File: src/rtl/vga_timing_pkg.sv
// Shared display-mode constants for the VGA timing generator.
// Defaults describe 1280x1024 @ 60 Hz (108 MHz pixel clock).
package vga_timing_pkg;

    localparam int X_W = 11;
    localparam int Y_W = 10;

    localparam int DEF_PIX_CLK_KHZ = 108000;

    localparam int DEF_H_ACTIVE = 1280;
    localparam int DEF_H_FP     = 48;
    localparam int DEF_H_SYNC   = 112;
    localparam int DEF_H_BP     = 248;

    localparam int DEF_V_ACTIVE = 1024;
    localparam int DEF_V_FP     = 1;
    localparam int DEF_V_SYNC   = 3;
    localparam int DEF_V_BP     = 38;

    localparam bit DEF_SYNC_POL = 1'b1;

    function automatic int span_total(input int active, input int fp,
                                      input int sync, input int bp);
        return active + fp + sync + bp;
    endfunction

    function automatic int cnt_width(input int n);
        return (n > 1) ? $clog2(n) : 1;
    endfunction

    localparam int DEF_H_TOTAL = span_total(DEF_H_ACTIVE, DEF_H_FP, DEF_H_SYNC, DEF_H_BP);
    localparam int DEF_V_TOTAL = span_total(DEF_V_ACTIVE, DEF_V_FP, DEF_V_SYNC, DEF_V_BP);

endpackage

File: src/rtl/mod_counter.sv
// Wrap counter 0..MOD-1 with increment enable; carry is high on the
// increment that wraps back to zero.
module mod_counter #(
    parameter int W   = 11,
    parameter int MOD = 1688
) (
    input  logic         clk,
    input  logic         reset,
    input  logic         inc,
    output logic [W-1:0] cnt,
    output logic         carry
);

    localparam logic [W-1:0] LAST = W'(MOD - 1);

    assign carry = inc && (cnt == LAST);

    always_ff @(posedge clk or negedge reset) begin
        if (!reset) begin
            cnt <= '0;
        end else if (inc) begin
            cnt <= carry ? '0 : cnt + 1'b1;
        end
    end

endmodule

File: src/rtl/vga_timing_gen.sv
// VGA raster timing generator: free-running h/v counters with registered
// position, active-region and sync outputs, all one cycle behind the counters.
module vga_timing_gen
    import vga_timing_pkg::*;
#(
    parameter int H_ACTIVE = DEF_H_ACTIVE,
    parameter int H_FP     = DEF_H_FP,
    parameter int H_SYNC   = DEF_H_SYNC,
    parameter int H_BP     = DEF_H_BP,
    parameter int V_ACTIVE = DEF_V_ACTIVE,
    parameter int V_FP     = DEF_V_FP,
    parameter int V_SYNC   = DEF_V_SYNC,
    parameter int V_BP     = DEF_V_BP,
    parameter bit SYNC_POL = DEF_SYNC_POL
) (
    input  logic           clk,
    input  logic           reset,
    input  logic           en,
    output logic [X_W-1:0] x,
    output logic [Y_W-1:0] y,
    output logic           valid,
    output logic           hsync,
    output logic           vsync,
    output logic           frame_start,
    output logic           line_end
);

    localparam int H_TOTAL    = span_total(H_ACTIVE, H_FP, H_SYNC, H_BP);
    localparam int V_TOTAL    = span_total(V_ACTIVE, V_FP, V_SYNC, V_BP);
    localparam int HW         = cnt_width(H_TOTAL);
    localparam int VW         = cnt_width(V_TOTAL);
    localparam int H_SYNC_BEG = H_ACTIVE + H_FP;
    localparam int H_SYNC_END = H_SYNC_BEG + H_SYNC;
    localparam int V_SYNC_BEG = V_ACTIVE + V_FP;
    localparam int V_SYNC_END = V_SYNC_BEG + V_SYNC;

    logic          rst_q;
    logic          run;
    logic [HW-1:0] hcnt;
    logic [VW-1:0] vcnt;
    logic          h_wrap;
    logic          v_carry_unused;
    logic [31:0]   h_ext;
    logic [31:0]   v_ext;
    logic          valid_d;
    logic          hsync_d;
    logic          vsync_d;
    logic          frame_start_d;
    logic          line_end_d;

    // Single release flop: the first edge after release only arms it, so
    // counting begins on the second edge.
    always_ff @(posedge clk or negedge reset) begin
        if (!reset) begin
            rst_q <= 1'b0;
        end else begin
            rst_q <= 1'b1;
        end
    end

    assign run = en && rst_q;

    mod_counter #(.W(HW), .MOD(H_TOTAL)) u_hcnt (
        .clk   (clk),
        .reset (reset),
        .inc   (run),
        .cnt   (hcnt),
        .carry (h_wrap)
    );

    mod_counter #(.W(VW), .MOD(V_TOTAL)) u_vcnt (
        .clk   (clk),
        .reset (reset),
        .inc   (h_wrap),
        .cnt   (vcnt),
        .carry (v_carry_unused)
    );

    // Region decode in 32 bits so an end bound equal to 2**HW cannot alias.
    assign h_ext         = 32'(hcnt);
    assign v_ext         = 32'(vcnt);
    assign valid_d       = (h_ext < H_ACTIVE) && (v_ext < V_ACTIVE);
    assign hsync_d       = ((h_ext >= H_SYNC_BEG) && (h_ext < H_SYNC_END)) ? SYNC_POL : !SYNC_POL;
    assign vsync_d       = ((v_ext >= V_SYNC_BEG) && (v_ext < V_SYNC_END)) ? SYNC_POL : !SYNC_POL;
    assign frame_start_d = (hcnt == '0) && (vcnt == '0);
    assign line_end_d    = (h_ext == H_TOTAL - 1);

    always_ff @(posedge clk or negedge reset) begin
        if (!reset) begin
            x           <= '0;
            y           <= '0;
            valid       <= 1'b0;
            hsync       <= !SYNC_POL;
            vsync       <= !SYNC_POL;
            frame_start <= 1'b0;
            line_end    <= 1'b0;
        end else if (run) begin
            x           <= X_W'(hcnt);
            y           <= Y_W'(vcnt);
            valid       <= valid_d;
            hsync       <= hsync_d;
            vsync       <= vsync_d;
            frame_start <= frame_start_d;
            line_end    <= line_end_d;
        end else begin
            frame_start <= 1'b0;
            line_end    <= 1'b0;
        end
    end

endmodule

File: config.mk
export PLATFORM = sky130hd
export DESIGN_NAME = vga_timing_gen
export DESIGN_NICKNAME = d
export VERILOG_FILES = /design/src/rtl/vga_timing_pkg.sv /design/src/rtl/mod_counter.sv /design/src/rtl/vga_timing_gen.sv
export SDC_FILE = /design/constraint.sdc
export NUM_CORES = 1
export LEC_CHECK = 0
export ABC_AREA = 1
export BUFFER_PORTS_ARGS = -buffer_cell sky130_fd_sc_hd__buf_2
export CAP_MARGIN = 25
export CORE_UTILIZATION = 45
export DETAILED_ROUTE_END_ITERATION = 10
export SYNTH_ARGS = -nofsm -noshare
export SYNTH_HDL_FRONTEND = slang
export SYNTH_SLANG_ARGS = --single-unit
File: constraint.sdc
create_clock -name clk -period 3.3 [get_ports clk]
set_clock_uncertainty 0.15 [all_clocks]
set_input_delay 0.99 -clock clk [delete_from_list [all_inputs] [get_ports clk]]
set_output_delay 0.99 -clock clk [all_outputs]
set_load 0.005 [all_outputs]
## Yosys cells after proc, flatten, opt, wreduce, memory -nomap -nowiden

Cells that the tools add are included.

| storage, ports and cells | value |
|---|---|
| input port bits | 3 |
| output and inout port bits | 26 |
| register bits after elaboration | 49 |

| operators by class | value |
|---|---|
| $lt $le $gt $ge | 6 |
| $add $sub $neg | 2 |
| reductions and logical operators | 9 |
| equal/unequal tests | 2 |
| muxes and demuxes | 6 |

Operator list:

| kind | number |
|---|---|
| 11-bit < comparator (second input constant) | 4 |
| 11-bit by 1-bit adder with 11-bit output (second input constant) | 2 |
| 11-bit == test (second input constant) | 2 |
| 11-bit greater-or-equal comparator (second input constant) | 2 |
| 11-bit logical NOT | 2 |
| 11-bit two-way mux | 2 |
| 1-bit logical AND | 7 |
| 1-bit two-way mux | 4 |

## Logic depth before layout (Yosys ltp)

| depth | value |
|---|---|
| word-level depth | 4 |
| gate-level depth with buffers | 8 |

## Modules after synthesis

A second synthesis with hierarchy kept.

| unflattened totals | value |
|---|---|
| cell total of the unflattened synthesis | 326 |
| area, all modules | 2,508.7 um^2 |

Modules (own cells, without submodules):

| module | seq. area each (um^2) | instances | area an instance (um^2) | cells each |
|---|---|---|---|---|
| vga_timing_gen | 675.6 | 1 | 1,149.9 | 142 |
| mod_counter at u_hcnt | 275.3 | 1 | 683.2 | 90 |
| mod_counter at u_vcnt | 275.3 | 1 | 675.6 | 94 |

## Worst setup path after synthesis

No wires, ideal clock.

| timing | value |
|---|---|
| path type | input to register |
| start point | in en |
| end point | reg x[0] |
| buffers on the path | 2 |
| data arrival time | 1.641 ns |
| data required time | 3.020 ns |
| stages on the path | 4 |
| path slack | 1.379 ns |
| cells stage by stage | nand2_2 > buf_2 > clkbuf_1 > o21ai_0 |

| between the ends | value |
|---|---|
| word-level cells in the longest chain between the ends | 1 |

Ends and longest elaborated chain:

| what | line | text |
|---|---|---|
| start: declaration | vga_timing_gen.sv:18 | `input logic en,` |
| 1-bit logical AND | vga_timing_gen.sv:61 | `assign run = en && rst_q;` |
| end signal: assignment | vga_timing_gen.sv:98 | `x <= X_W'(hcnt);` |
| end: declaration | vga_timing_gen.sv:19 | `output logic [X_W-1:0] x,` |

Every way passes these cells.
A chain may end at the register's enable or synchronous reset.

## Worst setup path after layout

| timing | value |
|---|---|
| start point | reg x[4] |
| end point | out x[4] |

No word-level cell between the ends.

==> flow_metrics.tcl <==
set metrics [dict create \
    synth_nets 309 \
    synth_cell_type_count 26 \
    fin_cells 400 \
    cts_buffers 5 \
    grtUsageMet1 0.330 \
    ys_warn_count 0 \
    vdd_drop_max_mv 0.237 \
    clock_latency_ns 0.30 \
    start_kind "register" \
    avgRoutedWirePerCell_um 13.3 \
    num_vias 2045 \
    vias_per_cell 5.11 \
    pwr-share-clk 0.313 \
    grt_pass1_wl_mm 8.87 \
    cts_tree "done" \
    avgSynthCellArea_um2 8.11 \
    max-cap-violations 0 \
    cts_root_buffer "clkbuf_8" \
    timing.fmax_mhz 501 \
    track_usage 0.209 \
    dpl_cell_area_mm2 0.00263 \
    coreArea_mm2 0.00517 \
    cts_resized 0 \
    pwr_density_cell_mw_per_mm2 515 \
    leakage_nw 1.34 \
    seq_area_frac_synth 0.503 \
    rsz0062_at_grt "no" \
    cp.arrival_ns 0.86 \
    design_area_mm2 0.00275 \
    grt_max_degree 38 \
    p_seq_frac 0.519 \
    portBuffers 28 \
    finalCriticalPeriod_ns 2.00 \
    combPwrFrac 0.168 \
    antenna_found_initial 0 \
    drcViolationCount 0 \
    num-fill-cells 506 \
    die_w_um 75.6 \
    cp_max_fo 2 \
    critical_path_class "register to primary output" \
    power_mw 1.42 \
    place_ws_ns 1.01 \
    cp_top_family "flip-flops" \
    top_usage_layer "met1" \
    setup_violations 0 \
    nNetsFinal 337 \
    ant_nets 0 \
    layout-drive-gt1-share 0.167 \
    path_cells "buf_2" \
    dp_hpwl_mm 3.90 \
    slew_viol_final 0 \
    hold_viol_final 0 \
    syn_area_mm2 0.00244 \
    cts_htree_levels 2 \
    clkSlewWorstSetupHoldPaths_ns 0.09 \
    p_switching_mw 0.422 \
    grt_pass1_vias 1791 \
    setup_tns_ns 0 \
    power.internal_mw 0.997 \
    clockBufferDepth 2 \
    dp.cells 392 \
    endpoint_kind "primary output" \
    rows 26 \
    setup_slack_ns 1.30 \
    synth_cells 301 \
    cp_data_required_time_ns 2.16 \
    gr-usage-met3 0.0370 \
    num_io_pins 29 \
    n_antenna_cell 0 \
    status "complete, no violations" \
    drtPass1Iterations 4 \
    syn2layout_area_growth_pct 12.9 \
    ys_ff_latch 49 \
    finalCritPeriodShare 0.605 \
    cts_hold_buf 0 \
    drt-initial-drc-count 219 \
    cts_sinks 49 \
    wirelength_mm 5.30 \
    dieHeight_um 75.6 \
    grt-ovfl-total 0 \
    cp_slowest_cell "dfrtp_1" \
    gp_congestion 0.864 \
    postCtsSetupRepairBufs 0 \
    start_util 0.472 \
    critPathBufInv 1 \
    die_area_mm2 0.00572 \
    hp-class "register to register" \
    p_sw_frac 0.297 \
    max_stage_delay_ns 0.42 \
    use_met2 0.289 \
]
## power groups by stage
stage / sequential (mW) / clock (mW) / combinational (mW)
floorplan: 0.736 / 0 / 0.150
global placement: 0.748 / 0 / 0.238
detailed placement: 0.748 / 0 / 0.240
CTS: 0.736 / 0.459 / 0.241
global route: 0.750 / 0.489 / 0.281
finish: 0.737 / 0.445 / 0.238
## flip-flops by register name, summed over array words and instances, names as in the netlist
| register | flops |
|---|---|
| u_hcnt.cnt | 11 |
| hsync | 1 |
| rst_q | 1 |
| y | 10 |
| x | 11 |
| vsync | 1 |
| frame_start | 1 |
| line_end | 1 |
| u_vcnt.cnt | 11 |
| valid | 1 |
## cell usage after synthesis (all sizes together)
cell	count	area share
a21oi	3	0.0062
buf	6	0.015
clkbuf	3	0.0051
conb	1	0.0015
dfrtp	49	0.50
ha	5	0.026
inv	31	0.048
nand2	78	0.12
nand3	24	0.054
nand3b	1	0.0031
nand4	15	0.038
nor2	37	0.069
nor3	11	0.025
o21ai	30	0.062
o31ai	1	0.0031
or2	1	0.0026
xor2	5	0.018
## routing by layer
| layer | wire length, um | up-vias |
|---|---|---|
| met2 | 2190 | 62 |
| met4 | 53 | 0 |
| li1 | - | 1034 |
| met5 | 0 | - |
| met3 | 237 | 6 |
| met1 | 2820 | 943 |
## final timing paths
path | startpoint | to | slack, ns | cells after the start
worst max-delay path | x[4] | x[4] | 1.30 | 1
worst min-delay path | x[1] | x[1] | 0.33 | 2
worst max register to register | u_vcnt.cnt[0] | u_vcnt.cnt[8] | 1.53 | 6
worst min register to register | x[1] | x[1] | 0.33 | 2
max in group asynchronous | reset | u_hcnt.cnt[9] | 1.78 | 2
min in group asynchronous | reset | x[4] | 0.47 | 1
## layout by cell type (no fill, tap or decap), drive strengths merged
cell type / n
o21ai: 30
inv: 31
nand4: 15
buf: 30
dfrtp: 49
clkbuf: 6
conb: 1
nand3b: 1
o31ai: 1
nor3: 11
or2: 1
nand3: 24
clkinvlp: 1
nor2: 37
a21oi: 3
nand2: 78
ha: 5
bufinv: 1
xor2: 5
## per-stage QoR
step | hold WS [ns] | util
after global routing | 0.360 | 0.532
after CTS | 0.340 | 0.532
after global placement | 0.315 | 0.509
after detailed placement | 0.318 | 0.509
after floorplan | 0.323 | -
final | 0.334 | 0.532
## layout make-up
class	instances	area [um2]	area share
clock inverters	2	37.5	0.0136
flip-flops and latches	49	1230	0.445
clock buffers	6	82.6	0.0300
inverters	31	116	0.0423
well taps	70	87.6	0.0318
multi-input cells	212	1050	0.381
repair buffers	30	155	0.0563
## cells by family (layout without fill, tap and decap cells)
kind of cell             Yosys count  after routing  synth area share
flip-flops                        49             49             0.503
AO/OA/AOI/OAI                     34             34            0.0708
XOR/XNOR                           5              5            0.0179
AND/OR/NAND/NOR                  167            167             0.314
other                              1              1           0.00154
adder cells (fa/ha/maj)            5              5            0.0256
buffers and inverters             40             69            0.0677
No activity file was read; power rests on OpenSTA's default activity.
